[config.mk]
export PLATFORM = sky130hd
export DESIGN_NAME = alnpc_retire_reader
export DESIGN_NICKNAME = d
export VERILOG_FILES = /design/src/rtl/alnpc_retire_reader.sv
export SDC_FILE = /design/constraint.sdc
export NUM_CORES = 1
export LEC_CHECK = 0
export CAP_MARGIN = 20
export CORE_MARGIN = 2
export CORE_UTILIZATION = 49
export CTS_CLUSTER_DIAMETER = 40
export DETAILED_ROUTE_END_ITERATION = 7
export PLACE_DENSITY = 0.9
export SYNTH_ARGS = -nofsm -noshare
export SYNTH_HDL_FRONTEND = slang
export SYNTH_SLANG_ARGS = --single-unit
[constraint.sdc]
create_clock -name clk -period 5.12 [get_ports clk]
set_clock_uncertainty 0.2 [all_clocks]
set_input_delay 1.536 -clock clk [delete_from_list [all_inputs] [get_ports clk]]
set_output_delay 1.536 -clock clk [all_outputs]
set_load 0.02 [all_outputs]
[src/rtl/alnpc_retire_reader.sv]
// Commit-side reader of the active-list next-PC RAM.
// Owns the RAM read port (address = head pointer), advances the head on each
// retirement, captures the next-PC for redirecting retirements, and holds
// commit stalled until the pipeline flush that follows a redirect.
//
// state      | meaning
// -----------+-------------------------------------------------------------
// WAIT_READY | next-PC RAM not ready; commit stalled, head held
// RUN        | normal retirement; head advances on each accepted commit
// DRAIN      | redirect issued; commit stalled until flush restarts the list

module alnpc_retire_reader #(
    parameter int DEPTH = 16,
    parameter int INDEX = 4,
    parameter int WIDTH = 32
) (
    input  logic             clk,
    input  logic             reset,
    input  logic             ramReady_i,
    input  logic             commitValid_i,
    input  logic             needNpc_i,
    input  logic             flush_i,
    output logic [INDEX-1:0] addr0_o,
    input  logic [WIDTH-1:0] data0_i,
    output logic             stallCommit_o,
    output logic             redirectValid_o,
    output logic [WIDTH-1:0] redirectPc_o,
    output logic [31:0]      retireCount_o
);

    typedef enum logic [1:0] {
        WAIT_READY = 2'd0,
        RUN        = 2'd1,
        DRAIN      = 2'd2
    } state_t;

    // Last valid active-list index; the head wraps here so non-power-of-2
    // depths never address past the end of the list.
    localparam logic [INDEX-1:0] LAST_IDX = INDEX'(DEPTH - 1);

    state_t            state;
    state_t            state_nxt;
    logic [INDEX-1:0]  head_ptr;
    logic [INDEX-1:0]  head_nxt;
    logic [INDEX-1:0]  head_inc;
    logic [WIDTH-1:0]  redirect_pc;
    logic              redirect_valid;
    logic              redirect_set;
    logic [31:0]       retire_cnt;
    logic              retire;
    logic              count_en;
    logic              stall;

    // Wrapped increment of the head pointer.
    always_comb begin
        head_inc = '0;
        if (head_ptr != LAST_IDX) begin
            head_inc = head_ptr + INDEX'(1);
        end
    end

    // Next-state, head update, redirect capture and count enable.
    always_comb begin
        state_nxt    = state;
        head_nxt     = head_ptr;
        redirect_set = 1'b0;
        count_en     = 1'b0;
        stall        = 1'b1;
        retire       = 1'b0;

        case (state)
            WAIT_READY: begin
                stall = 1'b1;
                if (flush_i) begin
                    head_nxt = '0;
                end
                if (ramReady_i) begin
                    state_nxt = RUN;
                end
            end

            RUN: begin
                stall  = 1'b0;
                retire = commitValid_i;
                if (flush_i) begin
                    // Flush wins; a same-cycle commit is dropped and uncounted.
                    head_nxt = '0;
                end else if (!ramReady_i) begin
                    state_nxt = WAIT_READY;
                end else if (retire) begin
                    head_nxt = head_inc;
                    count_en = 1'b1;
                    if (needNpc_i) begin
                        redirect_set = 1'b1;
                        state_nxt    = DRAIN;
                    end
                end
            end

            DRAIN: begin
                // RAM readiness is only reconsidered once the flush arrives.
                stall = 1'b1;
                if (flush_i) begin
                    head_nxt  = '0;
                    state_nxt = ramReady_i ? RUN : WAIT_READY;
                end
            end

            default: begin
                state_nxt = WAIT_READY;
                head_nxt  = '0;
            end
        endcase
    end

    // State and head pointer registers.
    always_ff @(posedge clk or negedge reset) begin
        if (!reset) begin
            state    <= WAIT_READY;
            head_ptr <= '0;
        end else begin
            state    <= state_nxt;
            head_ptr <= head_nxt;
        end
    end

    // Redirect capture: PC is read at the pre-advance head, valid pulses once.
    always_ff @(posedge clk or negedge reset) begin
        if (!reset) begin
            redirect_pc    <= '0;
            redirect_valid <= 1'b0;
        end else begin
            redirect_valid <= redirect_set;
            if (redirect_set) begin
                redirect_pc <= data0_i;
            end
        end
    end

    // Saturating retirement counter; flush does not clear it.
    always_ff @(posedge clk or negedge reset) begin
        if (!reset) begin
            retire_cnt <= '0;
        end else if (count_en && (retire_cnt != 32'hFFFF_FFFF)) begin
            retire_cnt <= retire_cnt + 32'd1;
        end
    end

    assign addr0_o         = head_ptr;
    assign stallCommit_o   = stall;
    assign redirectValid_o = redirect_valid;
    assign redirectPc_o    = redirect_pc;
    assign retireCount_o   = retire_cnt;

endmodule
==> impl_metrics.toml, run 1 <==
[power]
power_frac_clock = 0.288
total_power_uw = 1640
p_comb_frac = 0.276
p_sw_frac = 0.286
total_leakage_power_uw = 0.00197
power_density_nw_per_um2 = 362
p_int_uw = 1170
p_sw_uw = 469
p_seq_frac = 0.437
peakVddDrop_v = 0.000306

[yosys]
async_reset_ff_frac = 1.00
syn_nets = 298
synth_area_leader_cell = "dfrtp_1"
ys_seq_area_frac = 0.560
synth.avg_cell_area_um2 = 12.3
synth_top_area_share = 0.560
synth_area_leaders = "dfrtp_1 56%, mux2_2 12%, xor2_1 5.5%"
syn_inst = 258
synth_warnings = 0
synth.distinct_cells = 41
synth-edff-count = 0
synthFlopType = "dfrtp_1"
syn_area_um2 = 3170
ys_seq_elements = 71

[floorplan]
die_w_um = 84.5
ioPinCount = 108
die_area_um2 = 7130
num_rows = 29
coreArea_um2 = 6310
die_h_um = 84.5
start_util = 0.502

[route]
vias = 2486
routed_via_density = 5.48
drc = 0
ant_nets = 0
routedWlPerCell_um = 16.1
dr.pass1.iters = 5
drt_wl_total_um = 7310
drtIter0Drc = 77

[global_route]
gr-total-overflow = 0
grt_pass1_wl_um = 12500
grt_max_degree = 43
grt_usage = 0.220
grt_pass1_vias = 2555
antenna_found_initial = 0

[final_layout]
n_antenna_cell = 0
drive_above_1_share = 0.172
nNetsFinal = 412
synthToLayoutAreaGrowth_pct = 42.7

[job]
max_cap_violations = 0

[clocking]
path_clk_slew_ns = 0.07
cts_tree = "built"
post_cts_resized = 0
cts_buffers = 9
cts_post_setup_buffers_inserted = 0
cts.path.max_buffers = 2
clk_latency_ns = 0.34
cts.sinks = 71
clockRootBuffer = "clkbuf_8"
htree_levels = 3
ctsHoldBuffers = 0

[worst_setup_path]
startpoint_type = "input port"
cp_max_fo = 33
endpoint_kind = "flop"
critPathArrivalTime_ns = 3.60
worst_ep_required_time_ns = 5.14
crit_type = "in -> reg"

[placement]
portBuffers = 107
gp_congestion = 0.907
dp_hpwl_um = 5290

[sta]
rsz0062_at_grt = "no"
post-route-min-period_ns = 3.58
max_slew_margin = 0.584
clock.fmax_ghz = 0.279
finalHoldViolCount = 0
setup_viol = 0
finalSetupTns_ns = 0
final.period_utilization = 0.700
maxSlewViolCount = 0
holdWs_ns = 0.294
max_slew.worst_pin.slew_ns = 0.624

[run_status]
status = "complete, no violations"

[worst_hold_path]
min_path_type = "reg -> reg"
[synth_stat cells (2+ instances only)]
master and number:
nor3_1 9, xnor2_1 9, o21ai_0 5, a21oi_1 7
xor2_1 20, nor2_1 13, and3_1 5, nand3_1 12
mux2_2 33, dfrtp_1 71, nand2_1 13, nand4_1 11
nor4b_1 2, buf_4 2, ha_1 2, nand4_2 3
and2_1 2, nor4_1 8, a31oi_1 3, inv_1 5
buf_2 3
[flip-flops by register name (all words and copies together), names as in the netlist]
register / flops
redirectValid_o: 1
retireCount_o: 32
addr0_o: 4
redirectPc_o: 32
state: 2
[final timing paths]
path | start | end | slack [ns] | cells after the start
max in group asynchronous | reset | retireCount_o[23] | 2.74 | 2
min reg2reg | retireCount_o[31] | retireCount_o[31] | 0.29 | 1
max reg2reg | retireCount_o[0] | retireCount_o[1] | 2.70 | 6
min in group asynchronous | reset | redirectPc_o[9] | 1.01 | 1
min | retireCount_o[31] | retireCount_o[31] | 0.29 | 1
max | commitValid_i | redirectPc_o[14] | 1.54 | 6
[cell type report]
cell class | instances | area (um2)
tap | 77 | 96.3
multi-input combinational | 176 | 1340
clock buffer | 9 | 124
timing repair buffer | 109 | 1080
sequential | 71 | 1780
fill | 447 | 1790
inverter | 5 | 18.8
clock inverter | 7 | 87.6
[cell families (layout without fill, tap and decap cells)]
kind of cell    after synthesis  after routing  share of synthesized area
simple gates                 91             91                      0.174
flops                        71             71                      0.560
mux                          34             34                      0.122
xor+xnor                     29             29                     0.0801
compound gates               20             20                     0.0391
buf+inv                      11            130                     0.0166
fa+ha+maj                     2              2                    0.00789
[per-stage QoR]
step	utilization	cells	setup WS [ns]	cell area, um2
floorplan	-	258	2.02	3170
global placement	0.684	438	1.29	4320
detailed placement	0.684	438	1.22	4320
CTS	0.717	454	1.57	4530
global route	0.717	454	1.38	4530
finish	0.717	454	1.54	4530
[metal layers]
| layer | track usage | up-vias | wire length (um) |
|---|---|---|---|
| li1 | - | 1169 | - |
| met1 | 0.285 | 1207 | 3180 |
| met2 | 0.359 | 98 | 3530 |
| met3 | 0.0678 | 12 | 491 |
| met4 | 0.0707 | 0 | 110 |
| met5 | 0 | - | 0 |
[power groups by stage]
stage	Combinational, uW	Sequential, uW	Clock, uW
finish	451	715	471
global route	479	728	511
CTS	457	715	482
detailed placement	456	725	0
global placement	443	720	0
floorplan	100	829	0
[critical path, stage by stage]
cell	delay, ns
clkdlybuf4s50_1	0.54
nand2_1	0.18
nor3_2	0.37
and2_1	0.21
buf_4	0.37
mux2_2	0.39
[placed cells by master, fill, tap and decap left out, types with 2 or more instances in the layout]
cell	Yosys	layout
nand4_2	3	3
and2_1	2	2
dfrtp_1	71	71
and3_1	5	5
xor2_1	20	20
ha_1	2	2
nor4b_1	2	2
nand3_1	12	12
buf_4	2	2
inv_1	5	5
bufinv_16	0	2
clkinv_2	0	4
nor2_1	13	13
o21ai_0	5	5
xnor2_1	9	9
nand4_1	11	11
nor4_1	8	8
a21oi_1	7	7
a31oi_1	3	3
mux2_2	33	33
nor3_1	9	9
clkbuf_8	0	9
nand2_1	13	13
clkdlybuf4s50_1	0	106
No activity file was read; power rests on OpenSTA's default activity.
==> run 2: changes to the inputs <==
Settings changed: CORE_UTILIZATION 49 to 45, PLACE_DENSITY 0.9 to 0.84.
Clock period 5.12 ns to 3.6 ns, I/O delays scaled along.
==> impl_metrics.toml, run 2 (same netlist as run 1, synthesis figures left out) <==
[run_status]
status = "complete, no violations"

[final_layout]
synthToLayoutAreaGrowth_pct = 45.9
n_antenna_cell = 0
final_cell_mix = "106 x clkdlybuf4s50_1, 71 x dfrtp_1, 33 x mux2_2"
layout_commonest_cell = "clkdlybuf4s50_1"
nNetsFinal = 413
drive_above_1_share = 0.175

[route]
dr_wl_met3_um = 460
top_layer = "met4"
vias = 2514
routed_via_density = 5.30
drt_wl_total_um = 7070
drtIter0Drc = 73
dr_wl_met2_um = 3460
met1_length_um = 3030
drc = 0
dr.pass1.iters = 4
routedWlPerCell_um = 14.9
ant_nets = 0

[sta]
max_slew.worst_pin.slew_ns = 0.895
holdWs_ns = 0.306
postLayoutSetupSlackWorst_ns = 0.684
clock.fmax_ghz = 0.343
finalHoldViolCount = 0
rsz0062_at_grt = "no"
setup_viol = 0
maxSlewViolCount = 0
finalSetupTns_ns = 0
post-route-min-period_ns = 2.92
max_slew_margin = 0.403
final.period_utilization = 0.810

[floorplan]
num_rows = 30
die_area_um2 = 7740
coreArea_um2 = 6790
ioPinCount = 108
die_w_um = 88.0
start_util = 0.467
die_h_um = 88.0

[clocking]
cts_tree = "built"
post_cts_resized = 0
path_clk_slew_ns = 0.07
cts.path.max_buffers = 2
cts.sinks = 71
cts_post_setup_buffers_inserted = 0
clockRootBuffer = "clkbuf_8"
cts_buffers = 9
ctsHoldBuffers = 0
htree_levels = 3
clk_latency_ns = 0.34

[worst_setup_path]
endpoint_kind = "flop"
critPathArrivalTime_ns = 2.94
cp_max_fo = 10
startpoint_type = "input port"
worst_ep_required_time_ns = 3.63
crit_type = "in -> reg"

[global_route]
grt_pass1_wl_um = 11500
gr-total-overflow = 0
antenna_found_initial = 0
grt_max_degree = 41
grt_pass1_vias = 2437
grt_usage = 0.192

[job]
max_cap_violations = 0

[power]
p_seq_frac = 0.414
p_comb_frac = 0.263
power_frac_clock = 0.323
p_sw_frac = 0.273
power_density_nw_per_um2 = 528
p_sw_uw = 667
total_leakage_power_uw = 0.00200
peakVddDrop_v = 0.000277
p_int_uw = 1780

[placement]
gp_congestion = 0.813
dp_hpwl_um = 5140
pre_cts_slack_ns = 0.324
portBuffers = 107

[worst_hold_path]
min_path_type = "reg -> reg"
-- run 2: cell types whose count changed in the layout (fill, tap and decap cells not counted), sizes merged --
cell      previous run  this run
buf                  3         4
bufinv               2         3
clkbuf               9        11
clkinv               4         2
clkinvlp             1         0
-- run 2: through the flow --
stage          utilization  power [uW]  instance area (um2)  cells
5_1_grt              0.681        2550                 4630    474
2_1_floorplan            -        1320                 3170    258
4_1_cts              0.681        2470                 4630    474
3_3_place_gp         0.643        1660                 4370    458
3_5_place_dp         0.643        1680                 4370    458
6_report             0.681        2440                 4630    474
-- run 2: metal layers --
metal,up-vias,track usage
met5,-,0
met4,0,0.0867
met3,16,0.0368
met2,90,0.317
met1,1239,0.246
li1,1169,-
-- run 2: power by group through the flow --
stage	Combinational [uW]	Sequential (uW)	Clock (uW)
floorplan	142	1180	0
global placement	642	1020	0
detailed placement	651	1030	0
CTS	653	1010	805
global route	686	1030	839
finish	643	1010	790
-- run 2: area by class of cell --
cell class | instances | area [um2]
Tap cell | 96 | 120
Timing Repair Buffer | 110 | 1110
Fill cell | 497 | 2170
Clock inverter | 5 | 104
Inverter | 5 | 18.8
Sequential cell | 71 | 1780
Clock buffer | 11 | 151
Multi-Input combinational cell | 176 | 1340
-- run 2: path summary, 6_finish.rpt --
| kind | start | end | slack (ns) | depth (start not counted) |
|---|---|---|---|---|
| max | commitValid_i | retireCount_o[13] | 0.68 | 6 |
| min | redirectPc_o[1] | redirectPc_o[1] | 0.31 | 1 |
| max reg2reg | retireCount_o[0] | retireCount_o[1] | 1.18 | 6 |
| min reg2reg | redirectPc_o[1] | redirectPc_o[1] | 0.31 | 1 |
| max in group asynchronous | reset | redirectPc_o[5] | 1.88 | 2 |
| min in group asynchronous | reset | retireCount_o[11] | 0.66 | 1 |
-- run 2: critical path, cell delays in order --
cell,delay (ns)
clkdlybuf4s50_1,0.53
nand2_1,0.18
or3_1,0.55
nor3_4,0.31
o21ai_0,0.15
xnor2_1,0.14
==> variant: new RTL, flow settings as in run 2 <==
Re-encode `state_t` (3 states) as one-hot, 3 bits wide.
--- a/src/rtl/alnpc_retire_reader.sv
+++ b/src/rtl/alnpc_retire_reader.sv
@@ -29,8 +29,8 @@
 );
 
-    typedef enum logic [1:0] {
-        WAIT_READY = 2'd0,
-        RUN        = 2'd1,
-        DRAIN      = 2'd2
+    typedef enum logic [2:0] {
+        WAIT_READY = 3'b001,
+        RUN        = 3'b010,
+        DRAIN      = 3'b100
     } state_t;
 
Check against the original RTL: same outputs for any inputs over 10 cycles, from zero or initial values and one cycle with reset low; not proved beyond that.
==> variant against run 2 <==
Fmax fell by 10%; power fell by 0.66%; worst setup slack got worse by 340 ps; sequential power rose by 5%; register-to-register slack got worse by 170 ps; sequential cell count rose by 1; routed wire length rose by 4.3%; die area fell by 0.15%; synthesized cell count rose by 2.7%; design area fell by 1.3%; global-route usage rose by 0.97 points; area after synthesis fell by 0.16%; critical path depth rose by 1; hold slack barely moved.
==> variant: results (changes against run 2) <==
| Metric | Value |
|---|---|
| Finished Layout Cells | 487 (+2.7%) |
| Final Net Count | 427 (+3.4%) |
| Synthesized area | 3170 sq um (-0.16%) |
| Antenna violations before repair | 0 (unchanged) |
| Syn_nets | 305 (+2.3%) |
| Largest net degree at the start of global routing | 73 (+78%) |
| Worst slack, placed | -20.0 ps (-344 ps) |
| Top cells by count, synth | dfrtp_1, mux2_2, nand3_1, xnor2_1, nor2_1 |
| Placed Cells | 472 (+3.1%) |
| Reg2Reg Setup Slack | 1010 ps (-170 ps) |
| GRT Util Overall | 20.2% (+0.97 points) |
| CP Max Fanout | 7 (-3) |
| Netlist cell types | 36 (-12%) |
| Seq/Total Area, Yosys | 56.9% (+0.92 points) |
| Status | completed |
| Syn avg cell area | 12.0 sq um (-2.8%) |
| # port buffers | 107 (unchanged) |
| Share of layout cells above drive strength 1 | 16.4% (-1.1 points) |
| Placed instance area | 4390 sq um (+0.52%) |
| First-pass GRT wire length | 12.0 mm (+4.4%) |
| Ranking of synthesized cells by area | dfrtp_1, mux2_2, xnor2_1 |
| Routability cong. | 0.802 (-1.4%) |
| WL per Instance | 15.1 microns (+1.5%) |
| Initial DRC count | 121 (+66%) |
| Final WS setup | 343 ps (-341 ps) |
| Leakage | 0.00201 uW (+0.12%) |
| Slowest stage delay, CP | 590 ps (+40 ps) |
| Vias | 2,539 (+0.99%) |
| DP HPWL | 5.33 mm (+3.8%) |
| CP max stage cell | or4_4 |
| Maximum VDD drop | 0.352 mV (+27%) |
| Worst-margin pin slew | 900 ps (+5.11 ps) |
| Critical path data arrival time | 3280 ps (+340 ps) |
| Worst hold slack | 306 ps (+0.0230 ps) |
==> variant: per-stage QoR <==
step | util, % | power [uW]
after global placement | 64.7 | 1850
after global routing | 67.2 | 2540
after floorplan | - | 1450
after CTS | 67.2 | 2450
after detailed placement | 64.7 | 1870
final | 67.2 | 2430
==> variant: kinds of logic after synthesis <==
logic type	after synthesis	synth area share [%]
adders and majority gates	2	0.790
DFF	72	56.9
and+or+nand+nor	97	16.3
AOI/OAI and AO/OA	28	6.20
xor gates and xnor gates	24	6.64
muxes	34	12.1
buffers and inverters	8	1.07
==> variant: layer usage <==
metal	share of wire [%]	GRT usage (%)	routed length (microns)	vias to the layer above
li1	-	-	-	1198
met1	42	25.2	3120	1254
met2	49	32.5	3610	77
met3	7.4	7.07	543	10
met4	1.4	7.69	104	0
met5	0	0	0	-
==> variant: worst reg2reg max path, delay by kind of cell, from the launching register on <==
family	cells	cell delay, ps
AO/OA/AOI/OAI	1	200
XOR/XNOR	1	140
buffers and inverters	1	200
flip-flops	1	460
AND/OR/NAND/NOR	3	1280
==> variant: where the power goes <==
| group | total (uW) | internal (uW) | switching (uW) |
|---|---|---|---|
| logic | 792 | 419 | 372 |
| registers | 1060 | 968 | 96.0 |
| clock network | 572 | 282 | 290 |
==> variant: path summary, 6_finish.rpt <==
check	start	to	cells after the start
worst max-delay path	flush_i	retireCount_o[20]	7
worst min-delay path	redirectPc_o[23]	redirectPc_o[23]	1
worst max register to register	state[2]	retireCount_o[20]	6
worst min register to register	redirectPc_o[23]	redirectPc_o[23]	1
max in group asynchronous	reset	redirectPc_o[3]	2
min in group asynchronous	reset	retireCount_o[27]	2
==> variant: final cells by class <==
cell class	instances	area [sq um]
clock buffers	12	155
fillers	547	2230
inverters	4	15.0
clock inverters	3	17.5
repair buffers	115	1130
multi-input cells	185	1330
flip-flops and latches	72	1800
well taps	96	120
